<file path="src/rtl/sdp_memory.sv">
// Simple-dual-port memory: one write port and one read port per cycle.
// Read latency is 1 or 2 cycles, and same-address read-during-write
// behaviour is selectable. A clear sequencer zeroes the whole array,
// one word per cycle, after reset or when CLEAR is pulsed in IDLE.
// Because of this sweep the array itself needs no reset.
module sdp_memory #(
    parameter int DATA_W         = 16,
    parameter int ADDR_W         = 8,
    parameter int READ_LAT       = 1,
    parameter int WRITE_FIRST    = 1,
    parameter int CLEAR_ON_RESET = 1
) (
    input  logic              CLK,
    input  logic              RST,
    input  logic              EN,
    input  logic              CLEAR,
    output logic              READY,
    input  logic              WR_EN,
    input  logic [ADDR_W-1:0] WR_ADDR,
    input  logic [DATA_W-1:0] WR_DATA,
    input  logic              RD_EN,
    input  logic [ADDR_W-1:0] RD_ADDR,
    output logic [DATA_W-1:0] RD_DATA,
    output logic              RD_VALID
);

    localparam int DEPTH = 1 << ADDR_W;
    localparam logic [ADDR_W-1:0] LAST_ADDR = {ADDR_W{1'b1}};
    localparam logic [ADDR_W-1:0] ADDR_ONE  = {{(ADDR_W-1){1'b0}}, 1'b1};

    typedef enum logic {
        ST_CLEAR = 1'b0,
        ST_IDLE  = 1'b1
    } state_t;

    localparam state_t RESET_STATE = (CLEAR_ON_RESET != 0) ? ST_CLEAR : ST_IDLE;

    // Storage: no reset, the clear sweep provides known contents.
    logic [DATA_W-1:0] mem_q [DEPTH];

    state_t            state_q, state_d;
    logic [ADDR_W-1:0] clr_ptr_q, clr_ptr_d;
    logic              ready_q, ready_d;

    logic              wr_acc_s;
    logic              rd_acc_s;
    logic              mem_we_s;
    logic [ADDR_W-1:0] mem_waddr_s;
    logic [DATA_W-1:0] mem_wdata_s;
    logic [DATA_W-1:0] rd_word_s;

    logic              rd_vld1_q, rd_vld1_d;
    logic [DATA_W-1:0] rd_dat1_q, rd_dat1_d;

    // Requests are qualified by EN and only accepted while READY is high.
    always_comb begin
        wr_acc_s = ready_q & EN & WR_EN;
        rd_acc_s = ready_q & EN & RD_EN;
    end

    // Next-state logic and write-port arbitration between sweep and user.
    always_comb begin
        state_d     = state_q;
        clr_ptr_d   = clr_ptr_q;
        mem_we_s    = 1'b0;
        mem_waddr_s = WR_ADDR;
        mem_wdata_s = WR_DATA;
        case (state_q)
            ST_CLEAR: begin
                // Sweep owns the write port; user requests are ignored.
                mem_we_s    = 1'b1;
                mem_waddr_s = clr_ptr_q;
                mem_wdata_s = {DATA_W{1'b0}};
                clr_ptr_d   = clr_ptr_q + ADDR_ONE;
                if (clr_ptr_q == LAST_ADDR) begin
                    state_d = ST_IDLE;
                end else begin
                    state_d = ST_CLEAR;
                end
            end
            ST_IDLE: begin
                // A write accepted alongside CLEAR still lands; the sweep
                // overwrites it later.
                mem_we_s = wr_acc_s;
                if (ready_q && CLEAR) begin
                    state_d   = ST_CLEAR;
                    clr_ptr_d = {ADDR_W{1'b0}};
                end else begin
                    state_d   = ST_IDLE;
                end
            end
            default: begin
                state_d   = RESET_STATE;
                clr_ptr_d = {ADDR_W{1'b0}};
            end
        endcase
        ready_d = (state_d == ST_IDLE);
    end

    // Read word selection, including same-address read-during-write bypass.
    always_comb begin
        if ((WRITE_FIRST != 0) && wr_acc_s && (WR_ADDR == RD_ADDR)) begin
            rd_word_s = WR_DATA;
        end else begin
            rd_word_s = mem_q[RD_ADDR];
        end
        rd_vld1_d = rd_acc_s;
        if (rd_acc_s) begin
            rd_dat1_d = rd_word_s;
        end else begin
            rd_dat1_d = rd_dat1_q;
        end
    end

    // Array write port.
    always_ff @(posedge CLK) begin
        if (mem_we_s) begin
            mem_q[mem_waddr_s] <= mem_wdata_s;
        end
    end

    // Control state and first read stage (registered RAM output).
    always_ff @(posedge CLK or negedge RST) begin
        if (!RST) begin
            state_q   <= RESET_STATE;
            clr_ptr_q <= {ADDR_W{1'b0}};
            ready_q   <= 1'b0;
            rd_vld1_q <= 1'b0;
            rd_dat1_q <= {DATA_W{1'b0}};
        end else begin
            state_q   <= state_d;
            clr_ptr_q <= clr_ptr_d;
            ready_q   <= ready_d;
            rd_vld1_q <= rd_vld1_d;
            rd_dat1_q <= rd_dat1_d;
        end
    end

    assign READY = ready_q;

    generate
        if (READ_LAT == 2) begin : g_lat2
            logic              rd_vld2_q, rd_vld2_d;
            logic [DATA_W-1:0] rd_dat2_q, rd_dat2_d;

            // Extra output stage; data only advances with a valid beat.
            always_comb begin
                rd_vld2_d = rd_vld1_q;
                if (rd_vld1_q) begin
                    rd_dat2_d = rd_dat1_q;
                end else begin
                    rd_dat2_d = rd_dat2_q;
                end
            end

            // Output register for the two-cycle latency build.
            always_ff @(posedge CLK or negedge RST) begin
                if (!RST) begin
                    rd_vld2_q <= 1'b0;
                    rd_dat2_q <= {DATA_W{1'b0}};
                end else begin
                    rd_vld2_q <= rd_vld2_d;
                    rd_dat2_q <= rd_dat2_d;
                end
            end

            assign RD_VALID = rd_vld2_q;
            assign RD_DATA  = rd_dat2_q;
        end else begin : g_lat1
            assign RD_VALID = rd_vld1_q;
            assign RD_DATA  = rd_dat1_q;
        end
    endgenerate

endmodule
</file>
<file path="config.mk">
export PLATFORM = sky130hd
export DESIGN_NAME = sdp_memory
export DESIGN_NICKNAME = d
export VERILOG_FILES = /design/src/rtl/sdp_memory.sv
export SDC_FILE = /design/constraint.sdc
export NUM_CORES = 2
export LEC_CHECK = 0
export ABC_AREA = 0
export ABC_CLOCK_PERIOD_IN_PS = 7400
export CAP_MARGIN = 0
export CORE_MARGIN = 2
export CORE_UTILIZATION = 43
export DETAILED_ROUTE_END_ITERATION = 7
export PLACE_DENSITY_LB_ADDON = 0.15
export SLEW_MARGIN = 20
export SYNTH_ARGS = -nofsm -noshare
export SYNTH_HDL_FRONTEND = slang
export SYNTH_SLANG_ARGS = --single-unit
</file>
<file path="constraint.sdc">
create_clock -name CLK -period 7.4 [get_ports CLK]
set_clock_uncertainty 0.2 [all_clocks]
set_input_delay 1.11 -clock CLK [delete_from_list [all_inputs] [get_ports CLK]]
set_output_delay 1.11 -clock CLK [all_outputs]
set_load 0.02 [all_outputs]
</file>
==> impl_metrics.toml <==
[global_routing]
first_global_vias = 78840
antenna_found_initial = 31
grt_max_degree = 161
grt_pass1_wl_um = 620600
grt_overflow = 0
grt_util_met2 = 0.3808
grt_usage = 0.2345
grt-busiest-layer = "met2"
met3_usage = 0.03225
use_met1 = 0.3256

[clock_tree]
cts_buffers = 427
htreeDepth = 5
clk_pin_slew_ns = 0.06
cts_resized = 0
clock-sinks = 4122
cts_tree = "done"
insertion_delay_ns = 0.97
postCtsSetupBuffers = 0
cts.path.max_buffers = 4
postCtsHoldBufs = 0
cts_root_buffer = "clkbuf_16"

[setup_path]
end_kind = "flip-flop"
crit_chain = "buf_4 > inv_1 > o31ai_2 > nand3_2 > buf_4 > nor2_2"
worst_setup_path_start_kind = "flip-flop"
r2r_start = "READY"
cp_slowest_cell = "nor2_2"
cp_data_required_time_ns = 7.76
worstReg2RegEnd = "mem_q[19][13]"
arrival_ns = 5.18
path_buf_inv = 3
r2r_slack_ns = 2.58
cpLargestDelayFamily = "simple AND/OR/NAND/NOR gates"
slowest_delay_ns = 0.90
cpMostUsedCell = "buf_4"
critical_path.max_fanout = 60
path_class = "reg2reg"
reg2regPathDepth = 6

[yosys]
ys_types = 56
synthesis.area_mm2 = 0.1590
yosysTopAreaCell = "edfxtp_1"
yosysWarnings = 0
synth_top_area_frac = 0.7734
yosys_register_bits = 4122
synthFlopType = "edfxtp_1"
synthTopCellsByArea = "edfxtp_1 (77%), mux4_2 (10%), mux2i_1 (4.1%)"
syn_avg_cell_area_um2 = 21.04
synth_top_family_by_area = "multiplexers"
synthXorXnorAreaFrac = 0.0007710
synth_nets = 7598
synthSimpleGateAreaFrac = 0.02234
seq_area_frac_synth = 0.7775
synthArstFlopShare = 0.006308
synth_mux_area_frac = 0.1452
syn_inst = 7559
yosys.area_share.adder = 0.00007867
synth_edf_count = 4096
synth_compound_area_frac = 0.03557

[power_and_ir_drop]
power_density_mw_per_mm2 = 277.8
p_clk_frac = 0.410
ir_drop_v = 0.0002391
p_int_w = 0.03863
combinationalPowerShare = 0.069
swShare = 0.2300
p_leak_nw = 58.36
seq_power_share = 0.521
p_sw_w = 0.01154

[detailed_routing]
first_pass_iters = 6
routed_wl_um = 443100
viasPerCell = 5.926
drtIter0Drc = 9315
drcViolationCount = 0
routedWlPerCell_um = 33.22
postRouteAntennaNets = 0
vias = 79020

[floorplanning]
fp.dieArea_mm2 = 0.3747
fp.dieW_um = 612.2
ioPinCount = 56
rows = 223
die_h_um = 612.2
start_util = 0.4315
core_mm2 = 0.3686

[timing]
fmax_mhz = 207.3
period_minus_slack_ns = 4.824
period_share = 0.6519
setup_violations = 0
fin_tns_setup_ns = 0
grt_setup_unrepaired = "false"
maxSlewViolCount = 0
hold_viol_final = 0
worstMarginPinSlew_ns = 1.337
max-slew-margin-rel = 0.1010

[layout]
nets = 8055
fillers = 29880
fin_cells = 13340
drive_gt1_frac = 0.2265
multi_input_area_mm2 = 0.03304
areaGrowthSynthToFinish_pct = 13.55
ff_latch_area_mm2 = 0.1237

[placed_design]
dp_hpwl_um = 264300
gp_congestion = 0.8779
post-place-cells = 12540
portBuffers = 55

[run]
maxCapViolCount = 0

[status]
outcome = "completed"

[worst_hold_path]
hp-class = "in2async"
-- final cells by class --
cell class                      instances  share of cell area
Multi-Input combinational cell       2950              0.1829
Inverter                               25            0.001185
Clock buffer                          525             0.06208
Clock inverter                        256             0.01149
Antenna cell                           18           0.0002494
Timing Repair Buffer                  490             0.02300
Tap cell                             4950             0.03430
Sequential cell                      4122              0.6847
-- worst reg2reg max path: cells and delay by family (launching register included) --
| family | cells | cell delay [ns] |
|---|---|---|
| buf+inv | 3 | 1.53 |
| compound gates | 1 | 0.78 |
| simple gates | 2 | 1.56 |
| flops | 1 | 0.34 |
-- worst max-delay path by stage --
stage / start / to / slack (ns) / depth (start not counted)
2_1_floorplan: READY / mem_q[0][0] / 2.11 / 7
3_3_place_gp: RD_ADDR[5] / RD_DATA[13] / 0.94 / 7
3_5_place_dp: RD_ADDR[1] / RD_DATA[8] / 1.75 / 10
4_1_cts: READY / mem_q[17][9] / 2.61 / 6
5_1_grt: READY / mem_q[19][4] / 2.43 / 6
6_report: READY / mem_q[19][13] / 2.58 / 6
-- cells by family (layout without fill, tap and decap cells) --
kind of cell,Yosys count,after routing
flops,4122,4122
mux,1385,1385
compound gates,800,800
simple gates,750,750
buf+inv,487,1296
xor+xnor,14,14
fa+ha+maj,1,1
other cells,0,18
-- placed cells by master (no fill, tap or decap), types with 17 or more instances in the layout --
| cell type | n |
|---|---|
| mux2i_1 | 645 |
| nor2b_1 | 55 |
| nand3_1 | 38 |
| clkdlybuf4s50_1 | 50 |
| nor2_2 | 26 |
| nor3_1 | 36 |
| o21ai_1 | 26 |
| dfrtp_1 | 25 |
| diode_2 | 18 |
| a211oi_1 | 108 |
| nand2_1 | 119 |
| clkbuf_1 | 89 |
| a22oi_1 | 320 |
| buf_4 | 405 |
| clkbuf_16 | 433 |
| nand4_1 | 65 |
| o22ai_1 | 176 |
| o21ai_0 | 45 |
| clkinv_2 | 81 |
| inv_8 | 17 |
| buf_12 | 24 |
| bufinv_16 | 27 |
| edfxtp_1 | 4096 |
| a21oi_1 | 31 |
| mux4_2 | 732 |
| o32ai_1 | 20 |
| clkinv_1 | 107 |
| nor2_1 | 283 |
-- synth_stat cells (6+ instances only) --
library cell,number
o22a_1,16
inv_1,25
nand2b_1,7
buf_4,86
o32ai_1,24
dfrtp_1,26
buf_8,6
mux2i_1,645
edfxtp_1,4096
buf_2,125
o22ai_1,176
buf_6,68
a21oi_1,31
xnor2_1,12
nor3_1,49
o21ai_0,49
a22oi_1,320
nand2_1,119
o31ai_1,14
nor4bb_1,6
a211oi_1,112
nor2_1,321
or4_1,16
clkbuf_1,165
nand4_1,65
a211o_1,12
buf_1,8
a221oi_1,16
nor2b_1,57
o21ai_1,22
nand3_1,54
nor4_1,23
mux4_2,732
-- state kept, by name, indices dropped and copies added, names as in the netlist --
register / count
clr_ptr_q: 8
mem_q: 4096
READY: 1
RD_DATA: 16
RD_VALID: 1
-- power by group through the flow --
stage                     Combinational, W  Clock [W]  Sequential, W
final                              0.00348     0.0206         0.0261
after global routing               0.00360     0.0218         0.0261
after CTS                          0.00348     0.0209         0.0261
after detailed placement           0.00347          0         0.0266
after global placement             0.00344          0         0.0266
after floorplan                    0.00186          0         0.0265
-- metal layers --
metal	vias to the layer above	routed length, um
met2	2887	215400
met3	638	27600
met5	-	33
met4	6	17830
met1	42830	182200
li1	32660	-
-- stage by stage --
| step | hold slack, ns | setup WS (ns) | util | cell area (um2) | power, W |
|---|---|---|---|---|---|
| 2_1_floorplan | 0.3904 | 2.109 | - | 159000 | 0.02837 |
| 3_3_place_gp | 0.4317 | 0.9436 | 0.4527 | 166900 | 0.03001 |
| 3_5_place_dp | 0.4357 | 1.746 | 0.4535 | 167200 | 0.03007 |
| 4_1_cts | 0.3189 | 2.613 | 0.4896 | 180500 | 0.05052 |
| 5_1_grt | 0.3857 | 2.426 | 0.4899 | 180600 | 0.05155 |
| 6_report | 0.3796 | 2.576 | 0.4899 | 180600 | 0.05017 |
(Power assumes the default switching activity.)
==> variant (config.mk and constraints unchanged) <==
Make the reset (`RST`) synchronous in 2 clocked blocks.
--- a/src/rtl/sdp_memory.sv
+++ b/src/rtl/sdp_memory.sv
@@ -122,3 +122,3 @@
     // Control state and first read stage (registered RAM output).
-    always_ff @(posedge CLK or negedge RST) begin
+    always_ff @(posedge CLK) begin
         if (!RST) begin
@@ -156,3 +156,3 @@
             // Output register for the two-cycle latency build.
-            always_ff @(posedge CLK or negedge RST) begin
+            always_ff @(posedge CLK) begin
                 if (!RST) begin
Check against the original RTL: not settled (the Yosys comparison gave no result); the edit may change what the design does.
==> variant against the original RTL <==
- clock power rose by 5%
- global-route usage up 2.2 points
- area after synthesis increased by 0.73%
- fmax down 7.7%
- routed wire length increased by 11%
- total power shrank 2.2%
- cell area is 0.82% higher
- hold slack worse by 0.053 ns
- setup slack worse by 0.40 ns
- sequential cell count unchanged
- largest cell class unchanged
- highest routed layer unchanged
==> variant: results (changes against the original RTL) <==
Outcome
The run finished with clean final reports.

Power
The net switching power of the design is 10.6 mW (-8.3%). The largest vdd supply drop is 0.000202 V (-16%). The leakage power figure is 54.3 nW (-7.0%).

Logic synthesis
The share of synthesized flip-flops with an asynchronous set or reset came to 0% (-0.63 points). The fraction of the mapped netlist area in compound gates is 3.20% (-0.36 points). The sequential fraction of the synthesis area is 77.1% (-0.65 points). Sorting the synthesized cells by area gives the leading types as sky130_fd_sc_hd__edfxtp_1, sky130_fd_sc_hd__mux4_2, sky130_fd_sc_hd__mux2i_1, sky130_fd_sc_hd__nor2_1, sky130_fd_sc_hd__o221ai_1. The portion of netlist area occupied by mux cells is 15.3% (+0.75 points). The synthesized-area fraction occupied by adder cells is 0.00781% (-0.000057 points). The count of unique library cells instantiated by Yosys is 75 (+34%). The synthesized net count is 7613 (+0.20%).

Worst setup path
The terminus of the critical flop-to-flop path is mem_q[203][3]$_DFFE_PP_. The worst setup path endpoint is RD_DATA[12]$_SDFFE_PN0P_. Tracing the worst setup path back leads to its startpoint at RD_ADDR[7]. The largest fanout on the critical path is 20 (-67%). The flop-to-flop setup slack is 2.74 ns (+0.16 ns).

Worst hold path
The type of the worst min-delay path is flip-flop to flip-flop.

Drt
The sum of met2 wire segment lengths after detailed routing was 231 mm (+7.2%). The total via count after detailed routing is 82.5k (+4.4%). The routed length per placed instance is 36.9 um (+11%). The number of violations reported at the end of detailed-routing iteration 0 is 11.0k (+18%).

Global routing
The via count of the first global-routing pass is 81.0k (+2.7%). The maximum number of pins on one net before global-route repair is 185 (+15%). The global-route total usage across every layer is 25.7% (+2.2 points). The fraction of met2 tracks used by global routing is 40.3% (+2.2 points).

Placed design
The final weighted congestion of routability-driven global placement was 0.949 (+8.1%). The pre-CTS worst setup slack is 1.36 ns (-0.386 ns). The detailed-placement wirelength estimate is 303 mm (+15%).

STA
The final worst hold slack came to 0.327 ns (-0.0526 ns).

Layout
The share of post-route cells with drive strength above 1 is 24.7% (+2.1 points).

Clocking
The clock latency reported for the late side of the worst-skew pair is 1.02 ns (+0.05 ns).
-- variant: changes by cell type after synthesis, sizes merged, moves of 26 or more --
cell | unedited run | this run
a22oi | 320 | 52
mux2i | 645 | 434
mux4 | 736 | 880
nand2 | 120 | 257
o221ai | 0 | 129
a21oi | 31 | 134
a211oi | 112 | 48
nor2 | 322 | 378
a31oi | 0 | 40
nand4 | 65 | 26
nor2b | 57 | 19
clkbuf | 165 | 129
dfrtp | 26 | 0
dfxtp | 0 | 26
-- variant: cell type report --
type,count,area [sq um]
antenna,14,35.0
clock buffer,523,11200
clock inverter,276,2770
fill,30300,190000
inverter,28,233
multi-input combinational,2993,34200
sequential,4122,124000
tap,4972,6220
timing repair buffer,416,3800
-- variant: power groups by stage --
stage / Clock (mW) / Sequential, mW / Combinational, mW
2_1_floorplan: 0 / 25.8 / 1.21
3_3_place_gp: 0 / 25.8 / 2.04
5_1_grt: 22.8 / 25.3 / 2.11
6_report: 21.7 / 25.3 / 2.07
3_5_place_dp: 0 / 25.8 / 2.05
4_1_cts: 21.9 / 25.3 / 2.05
-- variant: stage by stage --
stage,cell area [sq um],std cells
floorplan,160000,7574
global placement,168000,12500
detailed placement,168000,12500
CTS,182000,13300
global route,182000,13300
finish,182000,13300
-- variant: critical path: stages --
cell,delay [ns]
sky130_fd_sc_hd__buf_2,0.64
sky130_fd_sc_hd__clkinv_1,1.24
sky130_fd_sc_hd__nand3_1,0.83
sky130_fd_sc_hd__a21oi_1,0.18
sky130_fd_sc_hd__or3_1,0.53
sky130_fd_sc_hd__a31oi_1,0.81
sky130_fd_sc_hd__a221oi_1,0.22
sky130_fd_sc_hd__a211o_1,0.33
